<file path="src/rtl/lc3b_decode_stage_pkg.sv">
`default_nettype none
// +----------------------------------------------------------------------------+
// | lc3b_decode_stage_pkg                                                      |
// | Shared LC-3b types: opcodes, ALU operations and the decoded control word.  |
// | Revision: 1.0                                                              |
// +----------------------------------------------------------------------------+
package lc3b_decode_stage_pkg;

  typedef enum logic [3:0] {
    op_br   = 4'b0000,
    op_add  = 4'b0001,
    op_ldb  = 4'b0010,
    op_stb  = 4'b0011,
    op_jsr  = 4'b0100,
    op_and  = 4'b0101,
    op_ldr  = 4'b0110,
    op_str  = 4'b0111,
    op_ops  = 4'b1000,
    op_not  = 4'b1001,
    op_ldi  = 4'b1010,
    op_sti  = 4'b1011,
    op_jmp  = 4'b1100,
    op_shf  = 4'b1101,
    op_lea  = 4'b1110,
    op_trap = 4'b1111
  } lc3b_opcode;

  typedef enum logic [3:0] {
    alu_add  = 4'd0,
    alu_and  = 4'd1,
    alu_not  = 4'd2,
    alu_pass = 4'd3,
    alu_sll  = 4'd4,
    alu_srl  = 4'd5,
    alu_sra  = 4'd6,
    alu_or   = 4'd7,
    alu_nor  = 4'd8,
    alu_xor  = 4'd9,
    alu_xnor = 4'd10,
    alu_sub  = 4'd11,
    alu_nand = 4'd12
  } lc3b_aluop;

  // regfilemux_sel: 0 alu, 1 memory word, 2 memory byte, 3 pc (link), 4 address
  typedef struct packed {
    lc3b_opcode opcode;
    lc3b_aluop  aluop;
    logic       load_regfile;
    logic       load_cc;
    logic       read_memory;
    logic       write_memory;
    logic       branch;
    logic       uses_sr1;
    logic       uses_sr2;
    logic       uses_dest;
    logic [1:0] memory_wmask;
    logic       sr2mux_sel;
    logic [2:0] regfilemux_sel;
    logic [3:0] imm4;
  } lc3b_control;

  localparam lc3b_control CTRL_NOP = '0;
  localparam logic [2:0]  LINK_REG = 3'd7;

  function automatic logic is_store(input lc3b_opcode op);
    return (op == op_str) || (op == op_stb) || (op == op_sti);
  endfunction

endpackage
`default_nettype wire

</file>
<file path="src/rtl/lc3b_decode_stage_decoder.sv">
`default_nettype none
// +----------------------------------------------------------------------------+
// | lc3b_decoder                                                               |
// | Combinational LC-3b instruction decoder: control word and specifiers.      |
// | Revision: 1.0                                                              |
// +----------------------------------------------------------------------------+
module lc3b_decoder
  import lc3b_decode_stage_pkg::*;
(
  input  logic [15:0] ir,
  output lc3b_control ctrl,
  output logic [2:0]  sr1,
  output logic [2:0]  sr2,
  output logic [2:0]  dest
);

  lc3b_opcode w_op;

  assign w_op = lc3b_opcode'(ir[15:12]);
  assign sr1  = ir[8:6];
  assign sr2  = is_store(w_op) ? ir[11:9] : ir[2:0];
  assign dest = ((w_op == op_jsr) || (w_op == op_trap)) ? LINK_REG : ir[11:9];

  always_comb begin
    ctrl        = CTRL_NOP;
    ctrl.opcode = w_op;
    ctrl.aluop  = alu_add;
    case (w_op)
      op_add, op_and: begin
        {ctrl.load_regfile, ctrl.load_cc, ctrl.uses_dest, ctrl.uses_sr1} = 4'b1111;
        ctrl.uses_sr2   = ~ir[5];
        ctrl.sr2mux_sel = ir[5];
        ctrl.aluop      = (w_op == op_add) ? alu_add : alu_and;
      end
      op_not: begin
        {ctrl.load_regfile, ctrl.load_cc, ctrl.uses_dest, ctrl.uses_sr1} = 4'b1111;
        ctrl.aluop = alu_not;
      end
      op_ops: begin
        {ctrl.load_regfile, ctrl.load_cc, ctrl.uses_dest, ctrl.uses_sr1} = 4'b1111;
        ctrl.uses_sr2   = ~ir[5];
        ctrl.sr2mux_sel = ir[5];
        case (ir[2:0])
          3'b000:  ctrl.aluop = alu_or;
          3'b001:  ctrl.aluop = alu_nor;
          3'b010:  ctrl.aluop = alu_xor;
          3'b011:  ctrl.aluop = alu_xnor;
          3'b100:  ctrl.aluop = alu_sub;
          3'b101:  ctrl.aluop = alu_nand;
          // Reserved sub-ops must not disturb the register file.
          default: begin
            ctrl.aluop        = alu_pass;
            ctrl.load_regfile = 1'b0;
          end
        endcase
      end
      op_shf: begin
        {ctrl.load_regfile, ctrl.load_cc, ctrl.uses_dest, ctrl.uses_sr1} = 4'b1111;
        ctrl.imm4 = ir[3:0];
        case (ir[5:4])
          2'b01:   ctrl.aluop = alu_srl;
          2'b11:   ctrl.aluop = alu_sra;
          default: ctrl.aluop = alu_sll;
        endcase
      end
      op_ldr, op_ldi, op_ldb: begin
        {ctrl.load_regfile, ctrl.load_cc, ctrl.uses_dest, ctrl.uses_sr1} = 4'b1111;
        ctrl.read_memory    = 1'b1;
        ctrl.regfilemux_sel = (w_op == op_ldb) ? 3'd2 : 3'd1;
      end
      op_lea: begin
        {ctrl.load_regfile, ctrl.load_cc, ctrl.uses_dest} = 3'b111;
        ctrl.regfilemux_sel = 3'd4;
      end
      // STB byte lanes depend on the address LSB, which is only known in EX.
      op_str, op_sti, op_stb: begin
        {ctrl.write_memory, ctrl.uses_sr1, ctrl.uses_sr2} = 3'b111;
        ctrl.memory_wmask = (w_op == op_stb) ? 2'b00 : 2'b11;
      end
      op_br: ctrl.branch = 1'b1;
      op_jmp: begin
        ctrl.branch   = 1'b1;
        ctrl.uses_sr1 = 1'b1;
      end
      op_jsr: begin
        {ctrl.branch, ctrl.load_regfile, ctrl.uses_dest} = 3'b111;
        ctrl.uses_sr1       = ~ir[11];
        ctrl.regfilemux_sel = 3'd3;
      end
      op_trap: begin
        {ctrl.branch, ctrl.load_regfile, ctrl.uses_dest, ctrl.read_memory} = 4'b1111;
        ctrl.regfilemux_sel = 3'd3;
      end
      default: ctrl = CTRL_NOP;
    endcase
  end

endmodule
`default_nettype wire

</file>
<file path="src/rtl/lc3b_decode_stage.sv">
`default_nettype none
// +----------------------------------------------------------------------------+
// | lc3b_decode_stage                                                          |
// | LC-3b ID stage: decode, ID/EX register, handshake and load-use bubble.     |
// | Optional LC3B_DECODE_PERF_EN adds saturating stall/flush counters.         |
// | Revision: 1.0                                                              |
// +----------------------------------------------------------------------------+
module lc3b_decode_stage
  import lc3b_decode_stage_pkg::*;
#(
  parameter logic [15:0] NOP_IR = 16'h0000
)
(
  input  logic        clk,
  input  logic        rst_n,
  input  logic        if_valid,
  input  logic [15:0] if_ir,
  input  logic [15:0] if_pc,
  output logic        if_ready,
  input  logic        flush,
  input  logic        ex_valid,
  input  logic        ex_ctrl_read_memory,
  input  logic [2:0]  ex_dest,
  input  logic        ex_uses_dest,
  input  logic        ex_ready,
  output logic        id_valid,
  output lc3b_control id_ctrl,
  output logic [15:0] id_ir,
  output logic [15:0] id_pc,
  output logic [2:0]  id_sr1,
  output logic [2:0]  id_sr2,
  output logic [2:0]  id_dest
`ifdef LC3B_DECODE_PERF_EN
  ,
  output logic [15:0] perf_stall_cnt,
  output logic [15:0] perf_flush_cnt
`endif
);

  lc3b_control w_dec_ctrl;
  logic [2:0]  w_dec_sr1;
  logic [2:0]  w_dec_sr2;
  logic [2:0]  w_dec_dest;
  logic        w_advance;
  logic        w_hazard;

  lc3b_decoder u_decoder (
    .ir   (if_ir),
    .ctrl (w_dec_ctrl),
    .sr1  (w_dec_sr1),
    .sr2  (w_dec_sr2),
    .dest (w_dec_dest)
  );

  assign w_advance = ~id_valid | ex_ready;
  assign w_hazard  = if_valid & ex_valid & ex_ctrl_read_memory & ex_uses_dest &
                     ((w_dec_ctrl.uses_sr1 & (w_dec_sr1 == ex_dest)) |
                      (w_dec_ctrl.uses_sr2 & (w_dec_sr2 == ex_dest)));
  assign if_ready  = w_advance & ~w_hazard & ~flush;

  // Every path that drops id_valid also zeroes the control word and IR.
  always_ff @(posedge clk or negedge rst_n) begin
    if (!rst_n) begin
      id_valid <= 1'b0;
      id_ctrl  <= CTRL_NOP;
      id_ir    <= NOP_IR;
      id_pc    <= 16'h0000;
      id_sr1   <= 3'd0;
      id_sr2   <= 3'd0;
      id_dest  <= 3'd0;
    end else if (flush || (w_advance && (w_hazard || !if_valid))) begin
      id_valid <= 1'b0;
      id_ctrl  <= CTRL_NOP;
      id_ir    <= NOP_IR;
    end else if (w_advance) begin
      id_valid <= 1'b1;
      id_ctrl  <= w_dec_ctrl;
      id_ir    <= if_ir;
      id_pc    <= if_pc;
      id_sr1   <= w_dec_sr1;
      id_sr2   <= w_dec_sr2;
      id_dest  <= w_dec_dest;
    end
  end

`ifdef LC3B_DECODE_PERF_EN
  always_ff @(posedge clk or negedge rst_n) begin
    if (!rst_n) begin
      perf_stall_cnt <= 16'h0000;
      perf_flush_cnt <= 16'h0000;
    end else begin
      if (w_advance && w_hazard && !flush && (perf_stall_cnt != 16'hFFFF))
        perf_stall_cnt <= perf_stall_cnt + 16'd1;
      if (flush && (perf_flush_cnt != 16'hFFFF))
        perf_flush_cnt <= perf_flush_cnt + 16'd1;
    end
  end
`endif

endmodule
`default_nettype wire

</file>
<file path="config.mk">
export PLATFORM = sky130hd
export DESIGN_NAME = lc3b_decode_stage
export DESIGN_NICKNAME = d
export VERILOG_FILES = /design/src/rtl/lc3b_decode_stage_pkg.sv /design/src/rtl/lc3b_decode_stage_decoder.sv /design/src/rtl/lc3b_decode_stage.sv
export SDC_FILE = /design/constraint.sdc
export NUM_CORES = 1
export LEC_CHECK = 0
export CAP_MARGIN = 20
export CORE_MARGIN = 2
export CORE_UTILIZATION = 55
export CTS_CLUSTER_DIAMETER = 50
export DETAILED_ROUTE_END_ITERATION = 8
export DONT_BUFFER_PORTS = 1
export GPL_ROUTABILITY_DRIVEN = 0
export PLACE_DENSITY_LB_ADDON = 0.12
export SLEW_MARGIN = 20
export SYNTH_ARGS = -nofsm -noshare
export SYNTH_HDL_FRONTEND = slang
export SYNTH_SLANG_ARGS = --single-unit
</file>
<file path="constraint.sdc">
create_clock -name clk -period 2.7 [get_ports clk]
set_input_delay 0.405 -clock clk [delete_from_list [all_inputs] [get_ports clk]]
set_output_delay 0.405 -clock clk [all_outputs]
set_load 0.005 [all_outputs]
</file>
# Word-level counts from Yosys, hierarchy flattened
# Cells that the tools add are included.
# word_totals
register_bits	68
wordCells	110
input_bits	43
# op_classes
muxes	27
reduce_logical	23
bitwise_logic	16
eq_ne	24
# ops
cell	n
two-way mux 26 bit	2
== test 4 bit, second input constant	8
two-way mux 16 bit	2
case mux 4 bit (6 select lines)	1
== test 4 x 3 -> 1 bit, second input constant	4
case mux 4 bit (4 select lines)	1
OR reduction 12 bit	1
OR reduction 11 bit	1
two-way mux 1 bit	10
OR reduction 10 bit	1
case mux 3 bit (3 select lines)	1
OR reduction 3 bit	3
OR reduction 9 bit	1
bitwise AND 1 bit	8
== test 4 x 2 -> 1 bit, second input constant	2
OR reduction 4 bit	2
== test 3 x 2 -> 1 bit, second input constant	2
== test 3 bit	2
== test 3 bit, second input constant	2
two-way mux 2 bit	3
two-way mux 3 bit	2
inverter 1 bit	6
case mux 1 bit (2 select lines)	3
OR reduction 6 bit	1
other kinds (15)	21

# Longest topological paths before layout
# Gate-level depths: netlist (run 1).
# logic_depth
depth_word	13
ltp_mapped	9

# By module
# From an unflattened synthesis (run 1), not the netlist that was laid out.
# hier_totals
cells_unflattened	371
hier_area_um2	3803.6
# modules_own_cells
mod	cells_per_inst	area_each_um2	instances
lc3b_decode_stage	292	3258.1	1
lc3b_decoder	79	545.5	1

# Least setup slack after synthesis (run 1)
# No wires, ideal clock.
# synth_path
kind	input to register
start	in if_ir[14]
end	reg id_pc[10]
path_buffers	2
t_required_ps	2572
setup_ps	128
arrival_time_ps	2282
slack_ps	290
stages	8
cell_sequence	and2_1 -> clkbuf_1 -> a22o_1 -> or4_1 -> o31a_1 -> o21a_1 -> buf_4 -> mux2_1
# synth_via
elab_chain_cells	13
# synth_lines
item	line	source
start, declared	lc3b_decode_stage.sv:17	input logic [15:0] if_ir,
== test 4 x 3 -> 1 bit or == test 4 x 2 -> 1 bit (tied branches)	lc3b_decode_stage_pkg.sv:66, lc3b_decode_stage_decoder.sv:28	
logical OR 1 bit (2 in a row)	lc3b_decode_stage_pkg.sv:66	return (op == op_str) || (op == op_stb) || (op == op_sti);
two-way mux 3 bit	lc3b_decode_stage_decoder.sv:21	assign sr2 = is_store(w_op) ? ir[11:9] : ir[2:0];
== test 3 bit	lc3b_decode_stage.sv:58	(w_dec_ctrl.uses_sr2 & (w_dec_sr2 == ex_dest)));
bitwise AND 1 bit	lc3b_decode_stage.sv:58	
OR 1 bit *	lc3b_decode_stage.sv:57	((w_dec_ctrl.uses_sr1 & (w_dec_sr1 == ex_dest)) |
bitwise AND 1 bit *	lc3b_decode_stage.sv:56	assign w_hazard = if_valid & ex_valid & ex_ctrl_read_memory & ex_uses_dest &
logical OR 1 bit *	lc3b_decode_stage.sv:71	end else if (flush || (w_advance && (w_hazard || !if_valid))) begin
logical AND 1 bit *	lc3b_decode_stage.sv:71	
logical OR 1 bit *	lc3b_decode_stage.sv:71	
inverter 1 bit (no line) *	-	
AND reduction 2 bit (no line) *	-	
end signal, assigned	lc3b_decode_stage.sv:79	id_pc <= if_pc;
end, declared	lc3b_decode_stage.sv:29	output logic [15:0] id_pc,
# Every way passes the cells marked *; elsewhere a longest branch is shown, timed or not.
# A chain may end at the register's enable or synchronous reset.

# Final worst setup path (run 1)
# layout_path
start	in if_ir[12]
end	out if_ready
# layout_via
elab_chain_cells	11
# layout_lines
item	line	source
== test 4 x 3 -> 1 bit or == test 4 x 2 -> 1 bit (tied branches)	lc3b_decode_stage_pkg.sv:66, lc3b_decode_stage_decoder.sv:28	
logical OR 1 bit (2 in a row)	lc3b_decode_stage_pkg.sv:66	
two-way mux 3 bit	lc3b_decode_stage_decoder.sv:21	
== test 3 bit	lc3b_decode_stage.sv:58	
bitwise AND 1 bit	lc3b_decode_stage.sv:58	
OR 1 bit *	lc3b_decode_stage.sv:57	
bitwise AND 1 bit *	lc3b_decode_stage.sv:56	
inverter 1 bit *	lc3b_decode_stage.sv:59	assign if_ready = w_advance & ~w_hazard & ~flush;
bitwise AND 1 bit * (2 in a row)	lc3b_decode_stage.sv:59	
end, declared	lc3b_decode_stage.sv:19	output logic if_ready,
# Marks and branches as above.

==> results of run 1 <==
## cells in the mapped netlist
cell type,n
o221ai_2,1
nand4b_1,4
o32ai_1,1
buf_6,2
xor2_1,5
or4b_1,1
ha_1,2
nand2b_1,4
nand2_1,13
o21ai_2,1
xnor2_1,3
nand4_1,2
nand3_1,1
or3_1,1
clkbuf_1,12
a21oi_1,8
nor3b_1,1
or3b_2,1
mux2_1,19
o21ai_0,12
nor2b_1,9
o31ai_1,2
or4_1,1
mux2i_1,3
nor3_1,1
a32o_1,9
o22ai_1,3
a31oi_1,2
buf_4,6
and3_1,1
buf_2,3
and2_1,3
a22o_1,22
o31a_1,1
inv_1,4
dfrtp_1,63
nor4_1,1
o21a_1,3
mux2_2,6
nand3b_1,1
nor2_1,12
## power by group
| part | total [uW] | switching [uW] | leakage [uW] | internal (uW) |
|---|---|---|---|---|
| logic | 207 | 102 | 0.000487 | 105 |
| registers | 1100 | 68.6 | 0.000810 | 1030 |
| clock network | 841 | 342 | 0.000109 | 499 |
## repair_timing
item | in CTS | in global routing
setup endpoints to repair | 0 | 0
hold buffers | 2 | 0
endpoints found under the hold margin | 63 | 0
## cell type report
class	instances	area [um^2]
Fill cell	453	1930
Sequential cell	63	1580
Multi-Input combinational cell	160	1210
Clock buffer	13	169
Timing Repair Buffer	10	110
Tap cell	70	87.6
Clock inverter	3	40.0
Inverter	4	15.0
## per-stage QoR
| stage | utilization [%] | power, uW | area [um^2] | hold slack [ns] |
|---|---|---|---|---|
| after floorplan | - | 1270 | 2930 | 0.109 |
| after global placement | 57.7 | 1300 | 2970 | 0.111 |
| after detailed placement | 57.7 | 1310 | 2970 | 0.111 |
| after CTS | 62.5 | 2180 | 3210 | 0.119 |
| after global routing | 62.5 | 2250 | 3210 | 0.115 |
| final | 62.5 | 2150 | 3210 | 0.136 |
## layer usage
layer  up-vias  share of wire (%)  global-route usage (%)
met3         9                8.4                    9.41
met2        77                 48                    35.0
met1       967                 42                    28.6
met4         0                1.4                    10.0
li1        900                  -                       -
met5         -                  0                       0
## kinds of logic after synthesis
logic type,count (synthesis),synth area share [%]
DFF,63,53.8
buffers and inverters,27,4.87
xor gates and xnor gates,8,2.39
muxes,28,10.6
and+or+nand+nor,57,10.6
adders and majority gates,2,0.854
AOI/OAI and AO/OA,65,16.8
## sequential cells by signal, indices dropped and copies added (netlist names)
| register | cells |
|---|---|
| id_dest | 3 |
| id_sr2 | 3 |
| id_ctrl | 25 |
| id_ir | 12 |
| id_pc | 16 |
| id_sr1 | 3 |
| id_valid | 1 |
## final timing paths
path,startpoint,to,slack [ns]
setup / recovery,if_ir[12],if_ready,0.49
max in group asynchronous,rst_n,id_ir[0],1.84
hold reg to reg,id_ctrl[18],id_ctrl[18],0.50
setup reg to reg,id_valid,id_pc[10],0.81
min in group asynchronous,rst_n,id_ctrl[20],0.61
hold / removal,flush,id_valid,0.14
==> impl_metrics.toml, run 1 <==
[outcome]
status = "completed"

[timing]
drv_slew = 0
finalSetupViolCount = 0
max_freq_mhz = 453
fin_skew_ns = 0.00701
worst_slack_ns = 0.491
worst_pin_slew_ns = 0.337
fin_crit_ns = 2.21
rsz0062_at_grt = "no"
post-route-period-util_pct = 81.8
setup_tns_ns = 0
slew_headroom_pct = 77.5
final-hold-violation-count = 0

[floorplan]
initial_utilization_pct = 57.0
io_pins = 112
die_w_um = 77.0
die_area_mm2 = 0.00593
dieHeight_um = 77.0
coreArea_mm2 = 0.00514
num_rows = 26

[placed_design]
place_ws_ns = 0.164
dp_hpwl_mm = 4.40
io_buffers = 0
dpl.cell_count = 305

[final_layout]
stdcell_count = 323
diodes = 0
area_growth_pct = 9.65
final_cell_mix = "63 x dfrtp_1, 22 x a22o_1, 19 x mux2_1"
final_common_cell = "dfrtp_1"
final_layout_size_suffix_gt1_share_pct = 13.8
nets = 293

[routing]
viasPerCell = 6.05
routed_wirelength_mm = 6.33
initialDrtViolationCount = 103
routedWlPerCell_um = 19.6
ant_nets = 0
route.detailed.drc = 0
vias = 1953
first_pass_iters = 4

[synthesis]
syn_avg_cell_area_um2 = 11.7
synth_area_leaders = "dfrtp_1 54%, mux2_1 7.3%, a22o_1 6.6%"
synth_top_area_share_pct = 53.8
syn_inst = 250
synth_warnings = 0
yosysTopAreaCell = "dfrtp_1"
netlist_area_mm2 = 0.00293
ys_types = 41
synth_nets = 295
yosysSeqAreaShare_pct = 53.8
synth-seq-cells = 63

[critical_path]
cp_top_family = "compound AO/OA/AOI/OAI gates"
max_stage_delay_ns = 0.55
crit_arrival_ns = 1.80
start_kind = "input pin"
critPathRequiredTime_ns = 2.30
end_kind = "primary output"
crit_chain = "or4b_1 -> o221ai_2 -> nand4_1 -> o31a_1 -> o21a_1"
slowest_stage = "or4b_1"
path_buf_inv = 0
crit_fanout = 17
crit_cells = 5
crit_type = "input pin to primary output"
worstRegToRegCells = 6

[global_route]
grt_pass1_vias = 1989
antenna_found_initial = 0
grt.overflow.total = 0
track_usage_pct = 22.9
grt_first_pass_wirelength_mm = 10.4
grt_max_degree = 64

[power_and_ir_drop]
peakVddDrop_v = 0.000418
p_leak_uw = 0.00141
powerDensity_mw_per_mm2 = 669

[clocking]
cts_tree = "done"
clock_latency_ns = 0.33
numClockSinks = 63
cts_buffer_depth = 2
cts-root-buf = "clkbuf_8"
cts_repair_resize_count = 0
numCtsBuffers = 9
cts.clk_slew.worst_paths_ns = 0.06
cts_max_level = 3
post_cts_buffers = 0

[job]
maxCapViolCount = 0

[min_path]
min_path_type = "input pin to register"
holdPathStages = 1
No activity file was read; power rests on OpenSTA's default activity.
==> run 2, diff against run 1 <==
==> constraint.sdc (replaced) <==
create_clock -name clk -period 1.85 [get_ports clk]
set_input_delay 0.2775 -clock clk [delete_from_list [all_inputs] [get_ports clk]]
set_output_delay 0.2775 -clock clk [all_outputs]
set_load 0.005 [all_outputs]
==> run 2 against run 1 <==
- the flow now finishes with violations (setup timing)
- die area unchanged
- non-clock buffer count increased by 15
- flip-flop and latch count unchanged
- via count increased by 7.6%
- power increased by 55%
- utilization increased by 4.9 points
- final area increased by 7.8%
- register-to-register slack got worse by 0.76 ns
- clock skew increased by 0.00077 ns
- clock power increased by 56%
- worst hold slack got worse by 0.067 ns
- critical endpoint unchanged
==> impl_metrics.toml, run 2 (synthesis gave the netlist of run 1 again) <==
[placed_design]
io_buffers = 0
dp_hpwl_mm = 4.69
dpl.cell_count = 311

[routing]
ant_nets = 0
met1Wirelength_mm = 2.88
wl_met3_um = 494
route.detailed.drc = 0
routed_wirelength_mm = 7.10
first_pass_iters = 5
top_layer = "met4"
dr_wl_met2_mm = 3.55
viasPerCell = 6.22
vias = 2102
routedWlPerCell_um = 21.0
initialDrtViolationCount = 134

[floorplan]
coreArea_mm2 = 0.00514
die_w_um = 77.0
io_pins = 112
initial_utilization_pct = 57.0
num_rows = 26
dieHeight_um = 77.0
die_area_mm2 = 0.00593

[outcome]
violations = "setup timing"
status = "finished with violations"

[final_layout]
stdcell_count = 338
final_layout_size_suffix_gt1_share_pct = 22.0
top_regs = "id_ctrl x25, id_pc x16, id_ir x12"
final_common_cell = "dfrtp_1"
diodes = 0
regMostFlops = "id_ctrl"
final_cell_mix = "63 x dfrtp_1, 22 x a22o_1, 16 x buf_4"
largest_register_ffs = 25
nets = 308
area_growth_pct = 18.2

[critical_path]
critPathRequiredTime_ns = 1.57
end_kind = "primary output"
path_buf_inv = 1
max_stage_delay_ns = 0.53
crit_cells = 6
r2r_slack_ns = 0.05
slowest_stage = "or4b_4"
cp_top_family = "compound AO/OA/AOI/OAI gates"
r2r_end = "id_pc[7]"
crit_arrival_ns = 1.69
crit_chain = "or4b_4 -> o221ai_2 -> nand4_1 -> o31a_1 -> buf_6 -> o21a_1"
worstReg2RegStart = "id_valid"
worstRegToRegCells = 6
startpoint = "if_ir[12]"
crit_fanout = 17
start_kind = "input pin"
crit_type = "input pin to primary output"

[timing]
drv_slew = 0
fin_skew_ns = 0.00779
slew_headroom_pct = 71.3
final-hold-violation-count = 0
worst_pin_slew_ns = 0.431
post-route-period-util_pct = 106
worst_slack_ns = -0.119
fin_crit_ns = 1.97
finalSetupViolCount = 43
max_freq_mhz = 508
rsz0062_at_grt = "yes"
holdWs_ns = 0.0695

[clocking]
cts_max_level = 3
cts_buffer_depth = 2
numClockSinks = 63
cts-root-buf = "clkbuf_8"
numCtsBuffers = 9
cts.clk_slew.worst_paths_ns = 0.07
cts_tree = "done"
clock_latency_ns = 0.34

[power_and_ir_drop]
powerDensity_mw_per_mm2 = 961
finalPower_uw = 3330
peakVddDrop_v = 0.000566
p_leak_uw = 0.00155

[min_path]
hp-start = "if_pc[14]"
min_path_type = "input pin to register"
hold_end = "id_pc[14]"
holdPathStages = 1

[global_route]
grt_pass1_vias = 2196
grt.overflow.total = 0
antenna_found_initial = 0
track_usage_pct = 24.5
grt_first_pass_wirelength_mm = 11.3
grt_max_degree = 64

[job]
maxCapViolCount = 0
-- run 2: cell types whose count changed in the layout (fill, tap and decap cells not counted), moves of 2 or more --
cell,before,now
bufbuf_16,0,2
clkinvlp_4,0,2
buf_4,7,16
mux2_4,0,11
mux2_2,6,3
clkbuf_8,12,9
clkinv_4,0,2
buf_6,0,2
mux2_1,19,11
-- run 2: worst register-to-register path, stage by stage, from the launching register on --
cell and delay, ns:
dfrtp_1 0.40, nand2b_1 0.13, nor2b_1 0.17, and2_1 0.22, o21a_2 0.26, buf_6 0.18, mux2_1 0.34
-- run 2: routing by layer --
layer,track usage [%],up-vias
met1,30.3,1060
met3,7.53,22
li1,-,935
met2,39.7,85
met5,0,-
met4,11.1,0
-- run 2: cell type report --
class                   count  area (um^2)
well taps                  70         87.6
inverters                   4         15.0
clock inverters             7         97.6
fillers                   416         1680
flip-flops and latches     63         1580
multi-input cells         160         1270
clock buffers               9          124
repair buffers             25          295
-- run 2: where the power goes --
part	switching, uW	total [uW]	internal (uW)
Sequential	107	1610	1510
Combinational	171	407	236
Clock	549	1310	759
-- run 2: worst max path at each step --
stage,endpoint
4_1_cts,if_ready
3_3_place_gp,id_sr1[2]
2_1_floorplan,id_pc[10]
6_report,if_ready
5_1_grt,if_ready
3_5_place_dp,id_pc[6]
-- run 2: stage by stage --
| step | utilization [%] | instance area [um^2] | setup WS, ns | setup TNS [ns] |
|---|---|---|---|---|
| floorplan | - | 2980 | -0.423 | -21.37 |
| global placement | 59.5 | 3060 | -0.364 | -17.49 |
| detailed placement | 59.5 | 3060 | -0.421 | -19.82 |
| CTS | 66.9 | 3440 | -0.123 | -1.07 |
| global route | 67.4 | 3460 | -0.187 | -4.37 |
| finish | 67.4 | 3460 | -0.119 | -2.35 |
-- run 2: what timing repair did --
| action | in CTS | in global routing |
|---|---|---|
| buffers inserted | 6 | 0 |
| cloned | 2 | 0 |
| gates resized for setup | 1 | 5 |
| hold buffers | 3 | 0 |
| pin swaps | 2 | 1 |
| endpoints found under the setup margin | 22 | 50 |
| hold endpoints to repair | 64 | 0 |
==> run 3, diff against run 2 <==
--- a/config.mk
+++ b/config.mk
@@ -9,9 +9,10 @@
 export CORE_MARGIN = 2
 export CORE_UTILIZATION = 55
 export CTS_CLUSTER_DIAMETER = 50
+export CTS_CLUSTER_SIZE = 40
 export DETAILED_ROUTE_END_ITERATION = 8
 export DONT_BUFFER_PORTS = 1
-export GPL_ROUTABILITY_DRIVEN = 0
+export GPL_ROUTABILITY_DRIVEN = 1
 export PLACE_DENSITY_LB_ADDON = 0.12
 export SLEW_MARGIN = 20
 export SYNTH_ARGS = -nofsm -noshare
==> results of run 3 <==
No change in the layout: final DEF, timing and power equal those of run 2.
